$ cat src/rtl/sdio_pkg.sv
// Shared SD CMD-line definitions: field widths, CRC7 polynomial, receiver states
// and the serial CRC7 step.
package sdio_pkg;

    localparam int unsigned FRAME_LEN = 48;
    localparam int unsigned CMD_W     = 6;
    localparam int unsigned ARG_W     = 32;
    localparam int unsigned CRC_W     = 7;
    localparam int unsigned BODY_W    = CMD_W + ARG_W;
    localparam int unsigned CNT_W     = 6;

    localparam logic [CRC_W-1:0] CRC7_POLY = 7'h09;

    typedef enum logic [2:0] {
        ST_IDLE  = 3'd0,
        ST_TXBIT = 3'd1,
        ST_BODY  = 3'd2,
        ST_CRC   = 3'd3,
        ST_ENDB  = 3'd4
    } rx_state_e;

    typedef struct packed {
        logic [CMD_W-1:0] cmd;
        logic [ARG_W-1:0] arg;
        logic             crc_err;
        logic             frame_err;
    } rx_frame_t;

    // One serial CRC7 step, MSB-first.
    function automatic logic [CRC_W-1:0] crc7_step(input logic [CRC_W-1:0] crc,
                                                    input logic             b);
        logic fb;
        fb = crc[CRC_W-1] ^ b;
        return {crc[CRC_W-2:0], 1'b0} ^ (fb ? CRC7_POLY : CRC_W'(0));
    endfunction

endpackage

$ cat src/rtl/sdcrc7.sv
// Serial CRC7 accumulator; clear and enable together restart the CRC with the
// current bit as the first bit.
module sdcrc7
    import sdio_pkg::*;
(
    input  logic             i_clk,
    input  logic             i_reset,
    input  logic             i_clear,
    input  logic             i_enable,
    input  logic             i_bit,
    output logic [CRC_W-1:0] o_crc
);

    logic [CRC_W-1:0] crc_q, crc_d;

    always_comb begin
        crc_d = i_clear ? CRC_W'(0) : crc_q;
        if (i_enable) begin
            crc_d = crc7_step(crc_d, i_bit);
        end
    end

    always_ff @(posedge i_clk or posedge i_reset) begin
        if (i_reset) begin
            crc_q <= '0;
        end else begin
            crc_q <= crc_d;
        end
    end

    assign o_crc = crc_q;

endmodule

$ cat src/rtl/sdcmd_rxframe.sv
// Card-side CMD-line receiver: assembles 48-bit host commands from strobed line
// samples, checks CRC7/end bit and presents them through a one-deep valid/ready register.
module sdcmd_rxframe
    import sdio_pkg::*;
#(
    parameter int unsigned LGTIMEOUT    = 10,
    parameter bit          OPT_DROP_BAD = 1'b0
) (
    input  logic             i_clk,
    input  logic             i_reset,
    input  logic             i_enable,
    input  logic             i_ckstb,
    input  logic             i_cmd,
    output logic             o_valid,
    input  logic             i_ready,
    output logic [CMD_W-1:0] o_cmd,
    output logic [ARG_W-1:0] o_arg,
    output logic             o_crc_err,
    output logic             o_frame_err,
    output logic             o_overrun,
    output logic             o_timeout,
    output logic             o_busy
);

    rx_state_e              state_q, state_d;
    logic [CNT_W-1:0]       cnt_q, cnt_d;
    logic [BODY_W-1:0]      body_q, body_d;
    logic [CRC_W-1:0]       rxcrc_q, rxcrc_d;
    logic [LGTIMEOUT-1:0]   wd_q, wd_d;
    logic [CRC_W-1:0]       crc_calc;

    rx_frame_t              frame_q, frame_d;
    logic                   valid_q, valid_d;
    logic                   overrun_q, overrun_d;
    logic                   timeout_q, timeout_d;
    logic                   busy_q, busy_d;

    logic                   crc_clr_c, crc_en_c;
    logic                   wd_expire_c, complete_c;
    logic                   crc_ok_c, bad_c, handshake_c;

    sdcrc7 u_crc (
        .i_clk    (i_clk),
        .i_reset  (i_reset),
        .i_clear  (crc_clr_c),
        .i_enable (crc_en_c),
        .i_bit    (i_cmd),
        .o_crc    (crc_calc)
    );

    // Frame-walking FSM; the watchdog and enable win over strobe sampling.
    always_comb begin
        state_d     = state_q;
        cnt_d       = cnt_q;
        body_d      = body_q;
        rxcrc_d     = rxcrc_q;
        crc_clr_c   = 1'b0;
        crc_en_c    = 1'b0;
        complete_c  = 1'b0;
        wd_expire_c = (state_q != ST_IDLE) && (wd_q == '1);

        if (wd_expire_c || !i_enable) begin
            state_d = ST_IDLE;
            cnt_d   = '0;
        end else if (i_ckstb) begin
            unique case (state_q)
                ST_IDLE: begin
                    if (!i_cmd) begin
                        state_d   = ST_TXBIT;
                        cnt_d     = '0;
                        crc_clr_c = 1'b1;
                        crc_en_c  = 1'b1;
                    end
                end
                ST_TXBIT: begin
                    crc_en_c = 1'b1;
                    cnt_d    = '0;
                    state_d  = i_cmd ? ST_BODY : ST_IDLE;
                end
                ST_BODY: begin
                    crc_en_c = 1'b1;
                    body_d   = {body_q[BODY_W-2:0], i_cmd};
                    if (cnt_q == CNT_W'(BODY_W - 1)) begin
                        state_d = ST_CRC;
                        cnt_d   = '0;
                    end else begin
                        cnt_d = cnt_q + CNT_W'(1);
                    end
                end
                ST_CRC: begin
                    rxcrc_d = {rxcrc_q[CRC_W-2:0], i_cmd};
                    if (cnt_q == CNT_W'(CRC_W - 1)) begin
                        state_d = ST_ENDB;
                        cnt_d   = '0;
                    end else begin
                        cnt_d = cnt_q + CNT_W'(1);
                    end
                end
                ST_ENDB: begin
                    complete_c = 1'b1;
                    state_d    = ST_IDLE;
                end
                default: begin
                    state_d = ST_IDLE;
                    cnt_d   = '0;
                end
            endcase
        end

        if (state_q == ST_IDLE || i_ckstb || wd_expire_c) begin
            wd_d = '0;
        end else begin
            wd_d = wd_q + LGTIMEOUT'(1);
        end
    end

    // Output register: hold until handshake, overrun drops a frame arriving on a stalled slot.
    always_comb begin
        crc_ok_c    = (rxcrc_q == crc_calc);
        bad_c       = !crc_ok_c || !i_cmd;
        handshake_c = valid_q && i_ready;

        valid_d   = valid_q;
        frame_d   = frame_q;
        overrun_d = overrun_q;
        timeout_d = wd_expire_c;
        busy_d    = (state_d != ST_IDLE);

        if (OPT_DROP_BAD) begin
            frame_d.crc_err   = 1'b0;
            frame_d.frame_err = 1'b0;
        end
        if (handshake_c) begin
            valid_d   = 1'b0;
            overrun_d = 1'b0;
        end
        if (complete_c) begin
            if (valid_q && !i_ready) begin
                overrun_d = 1'b1;
            end else if (OPT_DROP_BAD && bad_c) begin
                frame_d.crc_err   = !crc_ok_c;
                frame_d.frame_err = !i_cmd;
            end else begin
                valid_d           = 1'b1;
                frame_d.cmd       = body_q[BODY_W-1 -: CMD_W];
                frame_d.arg       = body_q[ARG_W-1:0];
                frame_d.crc_err   = !crc_ok_c;
                frame_d.frame_err = !i_cmd;
            end
        end
    end

    always_ff @(posedge i_clk or posedge i_reset) begin
        if (i_reset) begin
            state_q   <= ST_IDLE;
            cnt_q     <= '0;
            body_q    <= '0;
            rxcrc_q   <= '0;
            wd_q      <= '0;
            frame_q   <= '0;
            valid_q   <= 1'b0;
            overrun_q <= 1'b0;
            timeout_q <= 1'b0;
            busy_q    <= 1'b0;
        end else begin
            state_q   <= state_d;
            cnt_q     <= cnt_d;
            body_q    <= body_d;
            rxcrc_q   <= rxcrc_d;
            wd_q      <= wd_d;
            frame_q   <= frame_d;
            valid_q   <= valid_d;
            overrun_q <= overrun_d;
            timeout_q <= timeout_d;
            busy_q    <= busy_d;
        end
    end

    assign o_valid     = valid_q;
    assign o_cmd       = frame_q.cmd;
    assign o_arg       = frame_q.arg;
    assign o_crc_err   = frame_q.crc_err;
    assign o_frame_err = frame_q.frame_err;
    assign o_overrun   = overrun_q;
    assign o_timeout   = timeout_q;
    assign o_busy      = busy_q;

endmodule
$ cat config.mk
export PLATFORM = sky130hd
export DESIGN_NAME = sdcmd_rxframe
export DESIGN_NICKNAME = d
export VERILOG_FILES = /design/src/rtl/sdio_pkg.sv /design/src/rtl/sdcrc7.sv /design/src/rtl/sdcmd_rxframe.sv
export SDC_FILE = /design/constraint.sdc
export NUM_CORES = 1
export LEC_CHECK = 0
export CAP_MARGIN = 15
export CELL_PAD_IN_SITES_DETAIL_PLACEMENT = 1
export CELL_PAD_IN_SITES_GLOBAL_PLACEMENT = 1
export CORE_MARGIN = 2
export CORE_UTILIZATION = 50
export DETAILED_ROUTE_END_ITERATION = 10
export GPL_ROUTABILITY_DRIVEN = 0
export PLACE_DENSITY = 0.95
export SLEW_MARGIN = 20
export SYNTH_ARGS = -nofsm -noshare
export SYNTH_HDL_FRONTEND = slang
export SYNTH_SLANG_ARGS = --single-unit
$ cat constraint.sdc
create_clock -name i_clk -period 7.76 [get_ports i_clk]
set_input_delay 1.552 -clock i_clk [delete_from_list [all_inputs] [get_ports i_clk]]
set_output_delay 1.552 -clock i_clk [all_outputs]
set_load 0.1 [all_outputs]
==> results of run 1 <==
## critical path, stage by stage
cell and delay (ns):
clkdlybuf4s50_1 0.70, nor2b_1 0.35, and2_1 0.44, and3_4 0.71, mux2_2 0.44
## how the worst max path moves through the flow
stage                     startpoint         end  slack, ns  cells past startpoint
after floorplan              i_reset   body_q[0]       3.16                      1
after global placement       i_ckstb  body_q[18]       3.70                      5
after detailed placement     i_ckstb  body_q[30]       3.51                      5
after CTS                    i_ckstb  body_q[27]       4.01                      5
after global routing         i_ckstb  body_q[15]       3.84                      5
final                        i_ckstb  body_q[27]       3.94                      5
## routing by layer
layer  part of all wire [%]  up-vias  wire length [microns]  global-route usage (%)
li1                       -     1538                      -                       -
met1                     37     1854                   5400                    31.2
met2                     55      127                   7910                    50.0
met3                    4.9       32                    703                    7.80
met4                    3.1        0                    450                    11.3
met5                      0        -                      0                       0
## synthesized netlist by cell type, types with 4 or more instances
| cell type | n | area share (%) |
|---|---|---|
| o21ai_0 | 14 | 1.4 |
| nor2_1 | 19 | 1.4 |
| a31oi_1 | 9 | 1.1 |
| nand2_1 | 20 | 1.5 |
| a21oi_1 | 8 | 0.79 |
| and3_1 | 7 | 0.86 |
| buf_2 | 5 | 0.49 |
| xnor2_1 | 5 | 0.86 |
| clkbuf_1 | 9 | 0.66 |
| nand4_1 | 23 | 2.8 |
| dfrtp_1 | 115 | 56 |
| nand3_1 | 11 | 1.1 |
| xor2_1 | 11 | 1.9 |
| mux2_4 | 20 | 5.9 |
| inv_1 | 8 | 0.59 |
| mux2_2 | 64 | 14 |
| ha_1 | 4 | 0.98 |
## logic make-up after synthesis
group / count (synthesis) / synth area share [%]
AOI/OAI and AO/OA: 43 / 5.36
xor gates and xnor gates: 16 / 2.75
adders and majority gates: 4 / 0.983
buffers and inverters: 26 / 2.48
DFF: 115 / 56.5
muxes: 84 / 20.0
and+or+nand+nor: 106 / 11.9
## final cells by class
cell class	instances	area, sq um
fillers	989	3590
inverters	8	32.5
repair buffers	52	533
well taps	133	166
clock buffers	25	474
multi-input cells	253	2100
flip-flops and latches	115	2880
clock inverters	5	52.6
## registers in the layout, indices dropped and copies added (netlist names), 3 cells and up
register	count
body_q	38
o_arg	32
wd_q	10
rxcrc_q	7
u_crc.o_crc	7
cnt_q	6
o_cmd	6
state_q	3
## stage by stage
step	setup slack, ns	hold WS [ns]	std cells
final	3.94	0.510	591
after global placement	3.70	0.478	560
after floorplan	3.16	0.448	394
after CTS	4.01	0.511	590
after global routing	3.84	0.531	591
after detailed placement	3.51	0.494	560
## power groups by stage
stage               clock (mW)  sequential (mW)  combinational (mW)
CTS                      0.717            0.642              0.0760
global placement             0            0.649              0.0677
finish                   0.715            0.643              0.0757
detailed placement           0            0.651              0.0733
floorplan                    0            0.644              0.0532
global route             0.747            0.645              0.0822
==> flow_metrics.tcl, run 1 <==
set metrics [dict create \
    dr.pass1.iters 4 \
    postCtsSetupBuffers 0 \
    synth_ff_type "dfrtp_1" \
    areaGrowthSynthToFinish_pct 22.4 \
    drc 0 \
    grt_pass1_wl_mm 23.0 \
    p_seq_share_pct 44.9 \
    grt_setup_unrepaired "false" \
    cts_tree "built" \
    postCtsHoldBufs 0 \
    port_buffers 49 \
    path_max_fanout 38 \
    wl_mm 14.5 \
    hold_viol 0 \
    pwr-share-comb_pct 5.3 \
    worst_ep_arrival_time_ns 4.22 \
    drive_gt1_share_pct 26.6 \
    core_sq_um 9820 \
    initial_utilization_pct 51.9 \
    drv_slew 0 \
    die-area_sq_um 11000 \
    yosysWarnings 0 \
    grt_pass1_vias 3961 \
    drt-wirelength-per-cell_microns 24.5 \
    worstRegToRegCells 4 \
    status "finished, final reports clean" \
    cts_root_buffer "clkbuf_8" \
    netSwitchingPower_mw 0.346 \
    grt_max_degree 70 \
    hold_depth 1 \
    maxSlewHeadroom_pct 29.9 \
    powerDensity_nw_per_um2 230 \
    min_from "wd_q[0]" \
    max_freq_ghz 0.262 \
    synth-seq-cells 115 \
    rr_startpoint "state_q[1]" \
    n_antenna_cell 0 \
    critPathRequiredTime_ns 8.16 \
    syn_nets 404 \
    skew_ns 0.0107 \
    ir_drop_mv 0.198 \
    grt_util_all_layers_pct 27.9 \
    hpwl_mm 8.57 \
    ys_seq_area_share_pct 56.5 \
    rows 36 \
    cts-resized-gates 0 \
    tightestPinTransition_ns 1.05 \
    synth_edf_count 0 \
    antenna_found_initial 0 \
    fin_crit_sh_pct 49.2 \
    synthCells 394 \
    setup-tns-final_ns 0 \
    final_common_cell "dfrtp_1" \
    io-pin-count 50 \
    worst_setup_path_end_kind "flop" \
    die_h_microns 105 \
    drv_cap 0 \
    r2r_end "body_q[27]" \
    stdcell_area_sq_um 6230 \
    cts.sinks 115 \
    grt_remaining_overflow 0 \
    period_needed_ns 3.82 \
    antenna_left 0 \
    fin_nets 457 \
    avgSynthCellArea_sq_um 12.9 \
    p_total_mw 1.43 \
    final_util_pct 63.5 \
    h-tree-depth 4 \
    clk_latency_ns 0.53 \
    p_int_mw 1.09 \
    critPathLaunchType "input port" \
    postPlaceCellArea_sq_um 5680 \
    final_cell_mix "dfrtp_1, mux2_2, clkdlybuf4s50_1, nand4_1" \
    drtIter0Drc 150 \
    setup_viol_count_final 0 \
    holdCritPathClass "reg2reg" \
    cts_max_path_buffers 2 \
    clk_pin_slew_ns 0.06 \
    ys_types 45 \
    p_sw_share_pct 24.1 \
    async_reset_ff_share_pct 100 \
    p_leak_nw 2.83 \
    critical_path_class "in2reg" \
    p_clk_share_pct 49.9 \
    cts_buffers 17 \
    die_w_microns 105 \
    synth_area_sq_um 5090 \
    vias 3551 \
    hold_path_end "wd_q[0]" \
    ff2ff_setup_slack_ns 5.14 \
    vias_per_cell 6.01 \
]
Power figures use the tool's default switching activity.
==> run 2, diff against run 1 <==
CORE_UTILIZATION = 47   (was 50)
PLACE_DENSITY = 0.92   (was 0.95)
clock period = 3.85 ns   (was 7.76 ns; I/O delays follow)
==> run 2 against run 1 <==
Compared with the run above: routed wire length up 0.33%; first-iteration DRC count up 46%; sequential share of layout area decreased by 0.62 points; sequential power increased by 100%.
==> flow_metrics.tcl, run 2 (synthesis gave the netlist of run 1 again) <==
set metrics [dict create \
    rows 38 \
    cpPeakStageDelay_ns 1.19 \
    die_h_microns 108 \
    grt_pass1_vias 3933 \
    clk_pin_slew_ns 0.06 \
    postCtsSetupBuffers 0 \
    n_antenna_cell 0 \
    vias_per_cell 5.92 \
    drive_gt1_share_pct 27.8 \
    critical_path_class "reg2out" \
    p_total_mw 3.11 \
    holdCritPathClass "reg2reg" \
    hold_path_end "wd_q[0]" \
    path_max_fanout 2 \
    core_sq_um 10700 \
    io-pin-count 50 \
    grt_max_degree 73 \
    antenna_left 0 \
    path_buf_inv 1 \
    cp_top_family "buffers and inverters" \
    grt_util_all_layers_pct 26.4 \
    drv_cap 0 \
    drc 0 \
    cts_tree "built" \
    die_w_microns 108 \
    fin_crit_sh_pct 75.9 \
    setup-tns-final_ns 0 \
    hpwl_mm 8.02 \
    antenna_found_initial 0 \
    min_from "wd_q[0]" \
    grt_pass1_wl_mm 22.9 \
    final_util_pct 59.1 \
    worstRegToRegCells 4 \
    cts-resized-gates 0 \
    top_register "body_q" \
    die-area_sq_um 11700 \
    h-tree-depth 4 \
    grt_remaining_overflow 0 \
    critPathRequiredTime_ns 3.08 \
    period_needed_ns 2.92 \
    postCtsHoldBufs 0 \
    drt-wirelength-per-cell_microns 24.2 \
    ff2ff_setup_slack_ns 1.23 \
    vias 3550 \
    r2r_end "body_q[29]" \
    status "finished, final reports clean" \
    clk_latency_ns 0.54 \
    largest_reg_flops 38 \
    areaGrowthSynthToFinish_pct 24.0 \
    p_leak_nw 2.86 \
    crit_chain "clkdlybuf4s50_1" \
    tightestPinTransition_ns 1.04 \
    powerDensity_nw_per_um2 492 \
    setup_viol_count_final 0 \
    drtIter0Drc 219 \
    final_cell_mix "dfrtp_1, mux2_2, clkdlybuf4s50_1, nand4_1" \
    cts_max_path_buffers 2 \
    maxSlewHeadroom_pct 30.6 \
    cts.sinks 115 \
    grt_setup_unrepaired "false" \
    ir_drop_mv 0.342 \
    final_common_cell "dfrtp_1" \
    cts_buffers 17 \
    worst_setup_path_end_kind "primary output" \
    worst_ep_arrival_time_ns 2.15 \
    max_freq_ghz 0.342 \
    cts_root_buffer "clkbuf_8" \
    drv_slew 0 \
    rr_startpoint "state_q[1]" \
    port_buffers 49 \
    critPathLaunchType "flop" \
    hold_viol 0 \
    initial_utilization_pct 47.6 \
    dr.pass1.iters 4 \
    skew_ns 0.00755 \
    critPathSlowestCell "clkdlybuf4s50_1" \
    hold_depth 1 \
    wl_mm 14.5 \
    fin_nets 458 \
]
==> run 2: metal layers <==
layer / up-vias / track usage (%) / share of wire (%)
met5: - / 0 / 0
met2: 119 / 46.3 / 52
met3: 28 / 6.27 / 4.2
li1: 1541 / - / -
met1: 1862 / 31.7 / 42
met4: 0 / 9.16 / 2.3
==> run 2: per-stage QoR <==
stage	setup WS, ns	instance area (sq um)	hold slack, ns	std cells
final	0.929	6320	0.495	600
after global routing	0.888	6320	0.511	600
after CTS	0.913	6320	0.490	600
after detailed placement	0.607	5720	0.482	569
after global placement	0.746	5720	0.479	569
after floorplan	0.0359	5090	0.448	394
==> run 2: worst max path at each step <==
stage               from    endpoint  slack, ns  cells after the start
6_report       o_arg[24]   o_arg[24]       0.93                      1
3_5_place_dp     i_ckstb  body_q[29]       0.61                      5
4_1_cts        o_arg[24]   o_arg[24]       0.91                      1
2_1_floorplan    i_reset   body_q[0]       0.04                      1
3_3_place_gp     i_ckstb  body_q[20]       0.75                      5
5_1_grt        o_arg[24]   o_arg[24]       0.89                      1
==> run 2: layout make-up <==
| class | instances | area (sq um) |
|---|---|---|
| Timing Repair Buffer | 53 | 533 |
| Multi-Input combinational cell | 253 | 2100 |
| Clock inverter | 13 | 185 |
| Fill cell | 1047 | 4380 |
| Clock buffer | 18 | 418 |
| Tap cell | 140 | 175 |
| Sequential cell | 115 | 2880 |
| Inverter | 8 | 32.5 |
==> run 2: power breakdown <==
part / switching [mW] / total, mW / internal [mW]
registers: 0.0559 / 1.30 / 1.24
logic: 0.104 / 0.162 / 0.0574
clock network: 0.604 / 1.65 / 1.05
total: 0.764 / 3.11 / 2.34
==> run 3, diff against run 2 <==
clock period = 2.9 ns   (was 3.85 ns; I/O delays follow)
==> run 3 against run 2 <==
Compared with the run above: cell area decreased by 0.95%; critical path depth increased by 5; combinational power increased by 37%; via count decreased by 1.8%; first-iteration DRC count increased by 4.1%; cell count increased by 1.2%; count of clock-buffer cells in the layout increased by 1; sequential share of layout area increased by 0.44 points; die area unchanged; register-to-register slack got worse by 0.70 ns; clock skew increased by 0.0033 ns; total power increased by 27%; largest cell class unchanged.
==> flow_metrics.tcl, run 3 (synthesis gave the netlist of run 1 again) <==
set metrics [dict create \
    grt_use_met3_pct 5.18 \
    setup-tns-final_ns 0 \
    worst_slack_ns 0.526 \
    ir_drop_mv 0.347 \
    ff2ff_setup_slack_ns 0.53 \
    fin_nets 465 \
    fin_crit_sh_pct 81.9 \
    holdCritPathClass "reg2reg" \
    grt.busiest_layer "met2" \
    drv_cap 0 \
    clk_latency_ns 0.52 \
    use_met2_pct 40.3 \
    largest_reg_flops 38 \
    io-pin-count 50 \
    rows 38 \
    pwr-share-comb_pct 5.6 \
    top_register "body_q" \
    die_h_microns 108 \
    initial_utilization_pct 47.6 \
    skew_ns 0.0109 \
    p_leak_nw 2.98 \
    hpwl_mm 7.94 \
    grt_use_met1_pct 28.5 \
    maxSlewHeadroom_pct 42.8 \
    cp_top_family "simple AND/OR/NAND/NOR gates" \
    p_int_mw 2.99 \
    path_max_fanout 25 \
    dr.pass1.iters 4 \
    critPathRequiredTime_ns 3.30 \
    cts_tree "built" \
    tightestPinTransition_ns 0.846 \
    cpPeakStageDelay_ns 0.62 \
    grt_max_degree 116 \
    cts-resized-gates 0 \
    rr_startpoint "wd_q[0]" \
    antenna_found_initial 0 \
    h-tree-depth 4 \
    p_sw_share_pct 24.4 \
    die_w_microns 108 \
    p_seq_share_pct 43.5 \
    critical_path_class "reg2reg" \
    clk_pin_slew_ns 0.06 \
    postCtsSetupBuffers 0 \
    period_needed_ns 2.37 \
    max_freq_ghz 0.421 \
    worstRegToRegCells 6 \
    vias 3486 \
    cts.sinks 115 \
    drt-wirelength-per-cell_microns 21.1 \
    crit_end "body_q[10]" \
    drc 0 \
    netSwitchingPower_mw 0.964 \
    crit_chain "ha_1, nand3_1, or4_4, and3_4, buf_12, mux2_4" \
    die-area_sq_um 11700 \
    final_common_cell "dfrtp_1" \
    setup_viol_count_final 0 \
    grt_pass1_wl_mm 20.4 \
    n_antenna_cell 0 \
    dp_slack_ns 0.214 \
    vias_per_cell 5.74 \
    worst_ep_arrival_time_ns 2.78 \
    cts_max_path_buffers 2 \
    critPathSlowestCell "or4_4" \
    path_depth 6 \
    p_clk_share_pct 50.9 \
    wl_mm 12.8 \
    final_cell_mix "dfrtp_1, mux2_2, buf_4, nand4_1" \
    grt_remaining_overflow 0 \
    areaGrowthSynthToFinish_pct 22.9 \
    drive_gt1_share_pct 38.5 \
    cts_buffers 17 \
    crit_start "wd_q[0]" \
    core_sq_um 10700 \
    r2r_end "body_q[10]" \
    port_buffers 49 \
    postCtsHoldBufs 0 \
    drtIter0Drc 228 \
    powerDensity_nw_per_um2 631 \
    path_buf_inv 1 \
    critPathLaunchType "flop" \
    status "finished, final reports clean" \
    cts_root_buffer "clkbuf_8" \
    grt_util_all_layers_pct 23.1 \
    grt_pass1_vias 3758 \
    hold_viol 0 \
    worst_setup_path_end_kind "flop" \
    drv_slew 0 \
    grt_setup_unrepaired "false" \
    antenna_left 0 \
]
## run 3: cell types whose count changed in the layout (fill, tap and decap cells not counted), sizes merged
cell,delta
bufinv,-2
clkinvlp,+2
buf,+51
inv,-1
clkbuf,+1
clkdlybuf4s50,-44
## run 3: per-layer routing
layer | wire (microns) | up-vias | share of wire [%]
met5 | 0 | - | 0
met4 | 154 | 0 | 1.2
met3 | 555 | 14 | 4.3
met2 | 6650 | 97 | 52
met1 | 5450 | 1812 | 43
li1 | - | 1563 | -
## run 3: how the worst min path moves through the flow
stage               startpoint         to  slack, ns  depth (start not counted)
global placement       wd_q[0]    wd_q[0]       0.48                          1
finish                 wd_q[0]    wd_q[0]       0.51                          1
global route         o_arg[31]  o_arg[31]       0.53                          1
CTS                    wd_q[0]    wd_q[0]       0.50                          1
detailed placement     wd_q[0]    wd_q[0]       0.48                          1
floorplan              wd_q[0]    wd_q[0]       0.45                          1
## run 3: through the flow
step                util, %  hold WS (ns)  cell area, sq um  instances  total power, mW
floorplan                 -         0.448              5100        394             1.87
global placement       53.1         0.475              5680        576             1.93
detailed placement     53.1         0.482              5680        576             1.95
CTS                    58.5         0.503              6260        607             3.97
global route           58.5         0.529              6260        607             4.08
finish                 58.5         0.506              6260        607             3.95
## run 3: area by class of cell
cell class                      instances  area, sq um
Inverter                                8         33.8
Clock buffer                           19          442
Tap cell                              140          175
Multi-Input combinational cell        253         2100
Fill cell                            1092         4440
Clock inverter                         12          133
Timing Repair Buffer                   60          500
Sequential cell                       115         2880
## run 3: power groups by stage
stage | combinational, mW | sequential [mW] | clock [mW]
2_1_floorplan | 0.143 | 1.72 | 0
3_3_place_gp | 0.196 | 1.73 | 0
3_5_place_dp | 0.210 | 1.74 | 0
4_1_cts | 0.221 | 1.72 | 2.03
5_1_grt | 0.242 | 1.72 | 2.11
6_report | 0.222 | 1.72 | 2.01
## run 3: worst register-to-register path: cells and delay by family, from the launching register on
family | cells | cell delay (ns)
buffers and inverters | 1 | 0.19
multiplexers | 1 | 0.33
AND/OR/NAND/NOR | 3 | 1.08
adder cells (fa/ha/maj) | 1 | 0.26
flip-flops | 1 | 0.40
